[src/rtl/exe_sched_pkg.sv]
// Shared types and constants for the EXE issue arbiter: state encoding,
// default sizing and a one-hot to index helper.
package exe_sched_pkg;

  typedef enum logic [1:0] {
    ST_IDLE   = 2'd0,
    ST_GRANT  = 2'd1,
    ST_MULDIV = 2'd2
  } sched_state_e;

  localparam int DEF_NUM_RS     = 4;
  localparam int DEF_UID_W      = 32;
  localparam int DEF_MULDIV_LAT = 4;

  // Supports up to 8 requesters; callers zero-extend narrower vectors.
  function automatic logic [2:0] onehot_to_idx(input logic [7:0] oh);
    logic [2:0] idx;
    idx = '0;
    for (int i = 0; i < 8; i++) begin
      if (oh[i]) idx = idx | 3'(i);
    end
    return idx;
  endfunction

endpackage

[src/rtl/rr_priority_pick.sv]
// Combinational round-robin pick: rotate the eligible set so ptr sits at bit 0,
// take the lowest set bit, then rotate the one-hot result back.
module rr_priority_pick
  import exe_sched_pkg::*;
#(
  parameter int N = DEF_NUM_RS,
  localparam int IDX_W = $clog2(N)
) (
  input  logic [N-1:0]     elig,
  input  logic [IDX_W-1:0] ptr,
  output logic [N-1:0]     win_oh,
  output logic [IDX_W-1:0] win_idx,
  output logic             any
);

  logic [N-1:0] rot;
  logic [N-1:0] rot_oh;

  always_comb begin
    rot     = N'({elig, elig} >> ptr);
    rot_oh  = rot & (~rot + N'(1));
    // Upper half of the doubled, left-shifted vector is the un-rotated one-hot.
    win_oh  = N'(({rot_oh, rot_oh} << ptr) >> N);
    win_idx = IDX_W'(onehot_to_idx(8'(win_oh)));
    any     = |elig;
  end

endmodule

[src/rtl/exe_issue_arbiter.sv]
// Round-robin issue arbiter sharing the EXE datapath among NUM_RS reservation stations.
// Define MULDIV_LOCK_EN to lock EXE for MULDIV_LAT cycles after a MULT/DIV grant.
module exe_issue_arbiter
  import exe_sched_pkg::*;
#(
  parameter int NUM_RS     = DEF_NUM_RS,
  parameter int UID_W      = DEF_UID_W,
  parameter int MULDIV_LAT = DEF_MULDIV_LAT,
  localparam int SEL_W     = $clog2(NUM_RS)
) (
  input  logic                    CLK,
  input  logic                    RESET,
  input  logic [NUM_RS-1:0]       req_valid,
  input  logic [NUM_RS-1:0]       req_muldiv,
  input  logic [NUM_RS*UID_W-1:0] req_uid,
  input  logic                    stall_fMEM,
  output logic [NUM_RS-1:0]       grant,
  output logic                    issue_valid,
  output logic [SEL_W-1:0]        issue_sel,
  output logic [UID_W-1:0]        issue_uid,
  output logic                    exe_busy,
  output logic [1:0]              dbg_state
);

  // Handshake: req_valid[i] stays high until grant[i] is seen; the granted RS
  // drops its request the following cycle, so grant_q masks it for one edge.

  sched_state_e      state_q, state_d;
  logic [NUM_RS-1:0] grant_q, grant_d;
  logic [SEL_W-1:0]  sel_q, sel_d;
  logic [SEL_W-1:0]  rr_q, rr_d;
  logic [UID_W-1:0]  uid_q, uid_d;
  logic [NUM_RS-1:0] elig, win_oh;
  logic [SEL_W-1:0]  win_idx;
  logic              win_any;
  logic              issue;

`ifdef MULDIV_LOCK_EN
  localparam int CNT_W = $clog2(MULDIV_LAT);
  logic [CNT_W-1:0] cnt_q, cnt_d;
  logic             busy_q, busy_d;
  logic             md_q, md_d;
`else
  logic unused_muldiv;
  assign unused_muldiv = ^{req_muldiv, 32'(MULDIV_LAT)};
`endif

  assign elig = req_valid & ~grant_q;

  rr_priority_pick #(.N(NUM_RS)) u_pick (
    .elig    (elig),
    .ptr     (rr_q),
    .win_oh  (win_oh),
    .win_idx (win_idx),
    .any     (win_any)
  );

  always_comb begin
    state_d = state_q;
    grant_d = '0;
    sel_d   = sel_q;
    uid_d   = uid_q;
    rr_d    = rr_q;
    issue   = 1'b0;
`ifdef MULDIV_LOCK_EN
    cnt_d  = cnt_q;
    busy_d = 1'b0;
    md_d   = 1'b0;
    unique case (state_q)
      ST_MULDIV: begin
        // The ALU keeps counting through MEM stalls; the last busy cycle may hand off.
        cnt_d = cnt_q - CNT_W'(1);
        if (cnt_q == CNT_W'(1)) issue = ~stall_fMEM & win_any;
        else                    busy_d = 1'b1;
      end
      ST_GRANT: begin
        if (md_q) begin
          cnt_d  = CNT_W'(MULDIV_LAT - 1);
          busy_d = 1'b1;
        end else begin
          issue = ~stall_fMEM & win_any;
        end
      end
      default: issue = ~stall_fMEM & win_any;
    endcase
`else
    issue = ~stall_fMEM & win_any;
`endif
    if (issue) begin
      grant_d = win_oh;
      sel_d   = win_idx;
      uid_d   = req_uid[int'(win_idx)*UID_W +: UID_W];
      rr_d    = (win_idx == SEL_W'(NUM_RS - 1)) ? '0 : win_idx + SEL_W'(1);
      state_d = ST_GRANT;
`ifdef MULDIV_LOCK_EN
      md_d    = req_muldiv[win_idx];
    end else if (busy_d) begin
      state_d = ST_MULDIV;
`endif
    end else begin
      state_d = ST_IDLE;
    end
  end

  always_ff @(posedge CLK or posedge RESET) begin
    if (RESET) begin
      state_q <= ST_IDLE;
      grant_q <= '0;
      sel_q   <= '0;
      uid_q   <= '0;
      rr_q    <= '0;
    end else begin
      state_q <= state_d;
      grant_q <= grant_d;
      sel_q   <= sel_d;
      uid_q   <= uid_d;
      rr_q    <= rr_d;
    end
  end

`ifdef MULDIV_LOCK_EN
  always_ff @(posedge CLK or posedge RESET) begin
    if (RESET) begin
      cnt_q  <= '0;
      busy_q <= 1'b0;
      md_q   <= 1'b0;
    end else begin
      cnt_q  <= cnt_d;
      busy_q <= busy_d;
      md_q   <= md_d;
    end
  end
  assign exe_busy = busy_q;
`else
  assign exe_busy = 1'b0;
`endif

  assign grant       = grant_q;
  assign issue_valid = |grant_q;
  assign issue_sel   = sel_q;
  assign issue_uid   = uid_q;
  assign dbg_state   = state_q;

endmodule

[config.mk]
export PLATFORM = sky130hd
export DESIGN_NAME = exe_issue_arbiter
export DESIGN_NICKNAME = d
export VERILOG_FILES = /design/src/rtl/exe_sched_pkg.sv /design/src/rtl/rr_priority_pick.sv /design/src/rtl/exe_issue_arbiter.sv
export SDC_FILE = /design/constraint.sdc
export NUM_CORES = 1
export LEC_CHECK = 0
export ABC_AREA = 1
export BUFFER_PORTS_ARGS = -buffer_cell sky130_fd_sc_hd__clkbuf_2
export CORE_ASPECT_RATIO = 0.5
export CORE_MARGIN = 5
export CORE_UTILIZATION = 40
export CTS_CLUSTER_DIAMETER = 30
export DETAILED_ROUTE_END_ITERATION = 10
export PLACE_DENSITY = 0.75
export REMOVE_ABC_BUFFERS = 1
export SETUP_SLACK_MARGIN = 0.3
export SKIP_LAST_GASP = 1
export SLEW_MARGIN = 15
export SYNTH_ARGS = -nofsm -noshare
export SYNTH_HDL_FRONTEND = slang
export SYNTH_SLANG_ARGS = --single-unit
[constraint.sdc]
create_clock -name CLK -period 1.9 [get_ports CLK]
set_input_delay 0.095 -clock CLK [delete_from_list [all_inputs] [get_ports CLK]]
set_output_delay 0.095 -clock CLK [all_outputs]
set_load 0.02 [all_outputs]
==> flow_metrics.tcl, run 1 <==
set metrics [dict create \
    status "finished, violations left" \
    violations "setup timing" \
    cts.sinks 41 \
    cts-root-buf "clkbuf_16" \
    first_iter_violations 278 \
    cp.arrival_ns 2.17 \
    cts_tree "built" \
    synth_cells 585 \
    cp.required_ns 2.08 \
    chipHeight_um 75.83 \
    endpoint_kind "flip-flop" \
    clock_latency_ns 0.29 \
    critPathLaunch "rr_q[0]" \
    power_density_nw_per_um2 2297 \
    die_area_um2 10740 \
    setup_viol 31 \
    skew_ns 0.002845 \
    r2r_start "rr_q[0]" \
    via_count 4452 \
    hold_start "req_uid[62]" \
    grt_pass1_vias 3831 \
    stdcell_area_um2 5185 \
    max_freq_mhz 501.7 \
    muxShareOfSynthArea_pct 0 \
    slowest_delay_ns 0.45 \
    p_leak_nw 3.197 \
    io_buffers 174 \
    cts_htree_levels 2 \
    clock_path_buffers 2 \
    grt_start_max_net_pins 42 \
    layout_setup_ws_ns -0.09320 \
    fin_util_pct 60.37 \
    synth_xor_area_share_pct 0 \
    die_x_um 141.7 \
    drv_slew 0 \
    hold_class "primary input to flip-flop" \
    critical_path_class "flip-flop to flip-flop" \
    synth_fa_ha_area_share_pct 0 \
    seq_area_frac_synth_pct 29.59 \
    yosys_register_bits 41 \
    wl_per_cell_um 13.84 \
    place_ws_ns -0.07856 \
    cts_buffers 5 \
    drcViolationCount 0 \
    via_per_inst 5.019 \
    grt_usage_pct 20.49 \
    drive_above_1_share_pct 35.84 \
    start_util_pct 40.37 \
    synth.avg_cell_area_um2 5.927 \
    rows 24 \
    maxCapViolations 0 \
    synth_top_family_by_area "simple AND/OR/NAND/NOR gates" \
    core_area_um2 8588 \
    ant_nets 0 \
    fin_crit_ns 1.993 \
    detailedRoute.firstPassIterationCount 7 \
    nets 908 \
    irDropWorstVdd_mv 1.194 \
    final_common_cell "nand2_1" \
    rsz0062_at_grt "yes" \
    grt_overflow_total 0 \
    yosysWarnings 0 \
    grt_pass1_wl_um 17950 \
    critPathMaxFanout 11 \
    fin_tns_setup_ns -1.930 \
    antenna_found_initial 0 \
    critPathSlowestCell "dfrtp_2" \
    area_growth_pct 49.55 \
    synth_compound_area_share_pct 1.407 \
    wl_um 12270 \
    holdPathEnd "issue_uid[30]" \
    finalWeightedCongestion 0.8159 \
    synthSimpleGateAreaFrac_pct 52.54 \
    min_path_cells 7 \
    ys_types 23 \
    hold_viol_final 0 \
    hpwl_um 8027 \
    r2r_end "issue_uid[10]" \
    fillers 802 \
    startpoint_type "flip-flop" \
    antennaDiodeCount 0 \
    dpl_cell_area_um2 4479 \
    final_cell_mix "274 x nand2_1, 174 x clkbuf_2, 68 x inv_1, 67 x nand4_1, 39 x dfrtp_1" \
    cp_cell_sequence "clkinv_4 > nand3_4 > nand3_2 > nand2_2 > inv_2 > nand4_1 > buf_4 > nand3_2 > nand2_4 > nand2_4 > inv_6 > buf_12 > buf_12 > nand2_1 > nand3_1 > nand2_1" \
    reg2reg_setup_slack_ns -0.09 \
    rr_worst_depth 16 \
    fin_crit_sh_pct 104.9 \
    fin_hold_ws_ns 0.1867 \
    design.portCount 181 \
    clkTransAtPathRegs_ns 0.06 \
    syn_area_um2 3467 \
]
-- cells by family (layout without fill, tap and decap cells) --
family | after synthesis | in the layout
flops | 41 | 41
buf+inv | 123 | 307
other cells | 1 | 2
simple gates | 412 | 412
compound gates | 8 | 8
-- through the flow --
| stage | cells | power, mW |
|---|---|---|
| after global placement | 854 | 9.071 |
| final | 887 | 11.91 |
| after floorplan | 539 | 6.646 |
| after CTS | 874 | 10.84 |
| after detailed placement | 854 | 9.209 |
| after global routing | 887 | 13.07 |
-- registers in the layout, indices dropped and copies added (netlist names) --
signal,count
issue_uid,32
grant,4
issue_sel,2
rr_q,2
dbg_state,1
-- layout make-up --
cell class	count	area (µm²)	area share (%)
multi-input cells	422	2079	40.11
clock buffers	5	125.1	2.413
clock inverters	3	17.52	0.3378
repair buffers	223	1493	28.79
well taps	117	146.4	2.823
flip-flops and latches	41	1028	19.84
inverters	76	295.3	5.695
-- per-layer routing --
layer	GRT usage [%]	part of all wire [%]
met4	6.489	2.6
met1	25.00	42
met3	3.448	5.1
met5	0	0
met2	37.93	50
-- report_power, final --
| part | total, mW | leakage [nW] | switching, mW | internal (mW) |
|---|---|---|---|---|
| Combinational | 9.49 | 2.63 | 5.61 | 3.88 |
| Sequential | 1.60 | 0.500 | 0.268 | 1.33 |
| Clock | 0.824 | 0.0696 | 0.343 | 0.481 |
| Total | 11.9 | 3.20 | 6.22 | 5.69 |
-- synth_stat cells, drive strengths merged --
cell type	count	share of area (%)
a22o	1	0.25
a31oi	2	0.36
buf	37	6.7
clkbuf	10	1.4
conb	1	0.11
dfrtp	41	30
inv	76	8.3
nand2	288	32
nand3	54	8.4
nand4	67	12
nor2	3	0.54
o21a	1	0.22
o21ai	4	0.58
-- critical path: cells and delay by family (launching register included) --
kind / cells / cell delay [ns]
AND/OR/NAND/NOR: 10 / 0.76
buffers and inverters: 6 / 0.66
flip-flops: 1 / 0.45
-- how the worst max path moves through the flow --
| stage | endpoint | slack [ns] | cells after the start |
|---|---|---|---|
| 3_3_place_gp | issue_uid[20] | -0.06 | 14 |
| 2_1_floorplan | rr_q[1] | -2.12 | 10 |
| 6_report | issue_uid[10] | -0.09 | 16 |
| 5_1_grt | issue_uid[10] | -0.25 | 16 |
| 4_1_cts | issue_uid[28] | -0.05 | 14 |
| 3_5_place_dp | issue_uid[20] | -0.08 | 14 |
-- what timing repair did --
item                                    CTS  global route
hold buffers                              1             0
gates cloned                              1             4
buffers inserted                         10             9
endpoints found under the setup margin   37            40
pin swaps                                10            14
gates resized for setup                  25            40
hold endpoints to repair                 41             0
Power figures use the tool's default switching activity.
==> run 2: changes to the inputs <==
GPL_TIMING_DRIVEN = 0   (was not set)
PLACE_DENSITY = 0.77   (was 0.75)
SYNTH_HIERARCHICAL = 1   (was not set)
==> run 2 against run 1 <==
Compared with the run above:
- the flow still finishes with violations (setup timing)
- final cell count fell by 1.4%
- combinational power up 7%
- die area shrank 7.6%
- sequential power about the same
- global-route usage increased by 3.5 points
- critical path type unchanged
==> flow_metrics.tcl, run 2 <==
set metrics [dict create \
    hold_class "primary input to flip-flop" \
    drcViolationCount 0 \
    p_leak_nw 3.282 \
    dp_cells 800 \
    detailedRoute.firstPassIterationCount 5 \
    critPathMaxFanout 10 \
    cts_tree "built" \
    clock_latency_ns 0.28 \
    wl_um 12690 \
    cts-root-buf "clkbuf_16" \
    grt_usage_pct 24.00 \
    status "finished, violations left" \
    violations "setup timing" \
    synth_flop_cell "dfrtp_1" \
    top_layer "met4" \
    hold_viol_final 0 \
    skew_ns 0.004637 \
    routed-wl-met3_um 735 \
    irDropWorstVdd_mv 0.9486 \
    hpwl_um 6743 \
    drive_above_1_share_pct 43.38 \
    yosysWarnings 6 \
    met2_length_um 6418 \
    async_flop_share_pct 100.0 \
    power_density_nw_per_um2 2380 \
    grt_overflow_total 0 \
    antennaDiodeCount 0 \
    rows 23 \
    fin_tns_setup_ns -4.207 \
    yosysTopAreaCellShare_pct 35.58 \
    core_area_um2 7856 \
    io_buffers 174 \
    place_ws_ns -1.524 \
    startpoint_type "flip-flop" \
    slew_headroom_pct 65.70 \
    chipHeight_um 73.01 \
    cp_cell_sequence "nor2_4 > buf_4 > nand2_4 > nand3_2 > nand2_4 > nand3_1 > nand2_2 > inv_4 > nand2_2 > nand2_4 > nand2_8 > inv_12 > nor2_8 > buf_12 > nand2_1 > nand3_1" \
    drv_slew 0 \
    seq_area_frac_synth_pct 32.31 \
    grt_pass1_vias 4013 \
    critical_path_class "flip-flop to flip-flop" \
    stdcell_area_um2 5325 \
    final_common_cell "nand2_1" \
    syn_area_um2 3176 \
    design.portCount 181 \
    grt_pass1_wl_um 18860 \
    ant_nets 0 \
    die_x_um 136.0 \
    dpl_cell_area_um2 4045 \
    max_freq_mhz 488.1 \
    die_area_um2 9929 \
    endpoint_kind "flip-flop" \
    cts_htree_levels 2 \
    wl_per_cell_um 14.50 \
    cp.required_ns 2.06 \
    maxCapViolations 0 \
    area_growth_pct 67.69 \
    grt_start_max_net_pins 33 \
    critPathSlowestCell "dfrtp_1" \
    nets 902 \
    first_iter_violations 219 \
    finalWeightedCongestion 0.7937 \
    synth.avg_cell_area_um2 5.881 \
    yosys_register_bits 41 \
    critPathBufInv 4 \
    via_count 4139 \
    cp.arrival_ns 2.20 \
    p_total_mw 12.68 \
    via_per_inst 4.730 \
    layout_setup_ws_ns -0.1487 \
    yosys.area.top_type "nand2_1" \
    yosys-top-cells-area "nand2_1 36%, dfrtp_1 32%, nand3_1 8.8%, inv_1 8.3%, buf_2 2.4%" \
    m1WireLength_um 5337 \
    fin_hold_ws_ns 0.1160 \
    synth_edf_count 0 \
    largest_register_ffs 32 \
    clock_path_buffers 2 \
    ys_types 23 \
    synth_most_common_cell "nand2_1" \
    critPathTopFamily "simple AND/OR/NAND/NOR gates" \
    crit_path_frequent_cell "nand2_4" \
    fin_crit_ns 2.049 \
    synth_cells 540 \
    setup_viol 36 \
    cts_buffers 5 \
    ys_top_cells_by_count "301 x nand2_1, 70 x inv_1, 56 x nand3_1, 41 x dfrtp_1, 15 x buf_2" \
    fin_crit_sh_pct 107.8 \
    antenna_found_initial 0 \
    fin_util_pct 67.78 \
    worstMarginPinSlew_ns 0.5139 \
    clkTransAtPathRegs_ns 0.06 \
    rsz0062_at_grt "yes" \
    final_cell_mix "277 x nand2_1, 174 x clkbuf_2, 63 x inv_1, 39 x dfrtp_1, 37 x nand3_1" \
    final_cells 875 \
    slowest_delay_ns 0.41 \
    cts.sinks 41 \
    start_util_pct 40.42 \
]
==> run 2: routing by layer <==
metal	GRT usage, %	vias up
met5	0	-
met3	4.408	20
li1	-	2062
met1	29.72	1905
met2	43.62	152
met4	6.034	0
==> run 2: where the power goes <==
part	internal [mW]	switching, mW	total [mW]
clock	0.489	0.330	0.819
sequential	1.32	0.292	1.62
combinational	4.04	6.20	10.2
total	5.86	6.82	12.7
==> run 2: worst reg2reg max path, cell delays in order, from the launching register on <==
cell and delay (ns):
dfrtp_1 0.41, nor2_4 0.15, buf_4 0.13, nand2_4 0.05
nand3_2 0.08, nand2_4 0.08, nand3_1 0.11, nand2_2 0.09
inv_4 0.10, nand2_2 0.07, nand2_4 0.12, nand2_8 0.12
inv_12 0.11, nor2_8 0.05, buf_12 0.14, nand2_1 0.06
nand3_1 0.08
==> run 2: final cells by class <==
type                            count  area [µm²]
Multi-Input combinational cell    407        2147
Timing Repair Buffer              228        1499
Timing Repair inverter              3       38.79
Sequential cell                    41        1028
Clock buffer                        8       136.4
Inverter                           76       335.3
Fill cell                         660        2531
Tap cell                          112       140.1
==> run 2: kinds of logic after synthesis <==
logic type	Yosys count	synth area share (%)
simple gates	390	51.69
buf+inv	104	14.81
flops	41	32.31
compound gates	3	0.6698
fa+ha+maj	1	0.3939
other cells	1	0.1181
==> run 2: final timing paths <==
kind | from | end | slack, ns | depth (start not counted)
worst max-delay path | grant[0] | issue_uid[22] | -0.15 | 16
worst min-delay path | req_uid[17] | issue_uid[17] | 0.12 | 5
worst max register to register | grant[0] | issue_uid[22] | -0.15 | 16
worst min register to register | issue_uid[10] | issue_uid[10] | 0.48 | 2
max in group asynchronous | RESET | rr_q[0] | 1.11 | 4
min in group asynchronous | RESET | issue_uid[21] | 0.31 | 3
==> run 2: what timing repair did <==
item,4_1_cts,5_1_grt
hold buffers,1,0
hold endpoints to repair,12,0
setup endpoints to repair,41,41
resized for setup,68,46
pin swaps,31,27
cloned,13,2
buffers inserted,40,11
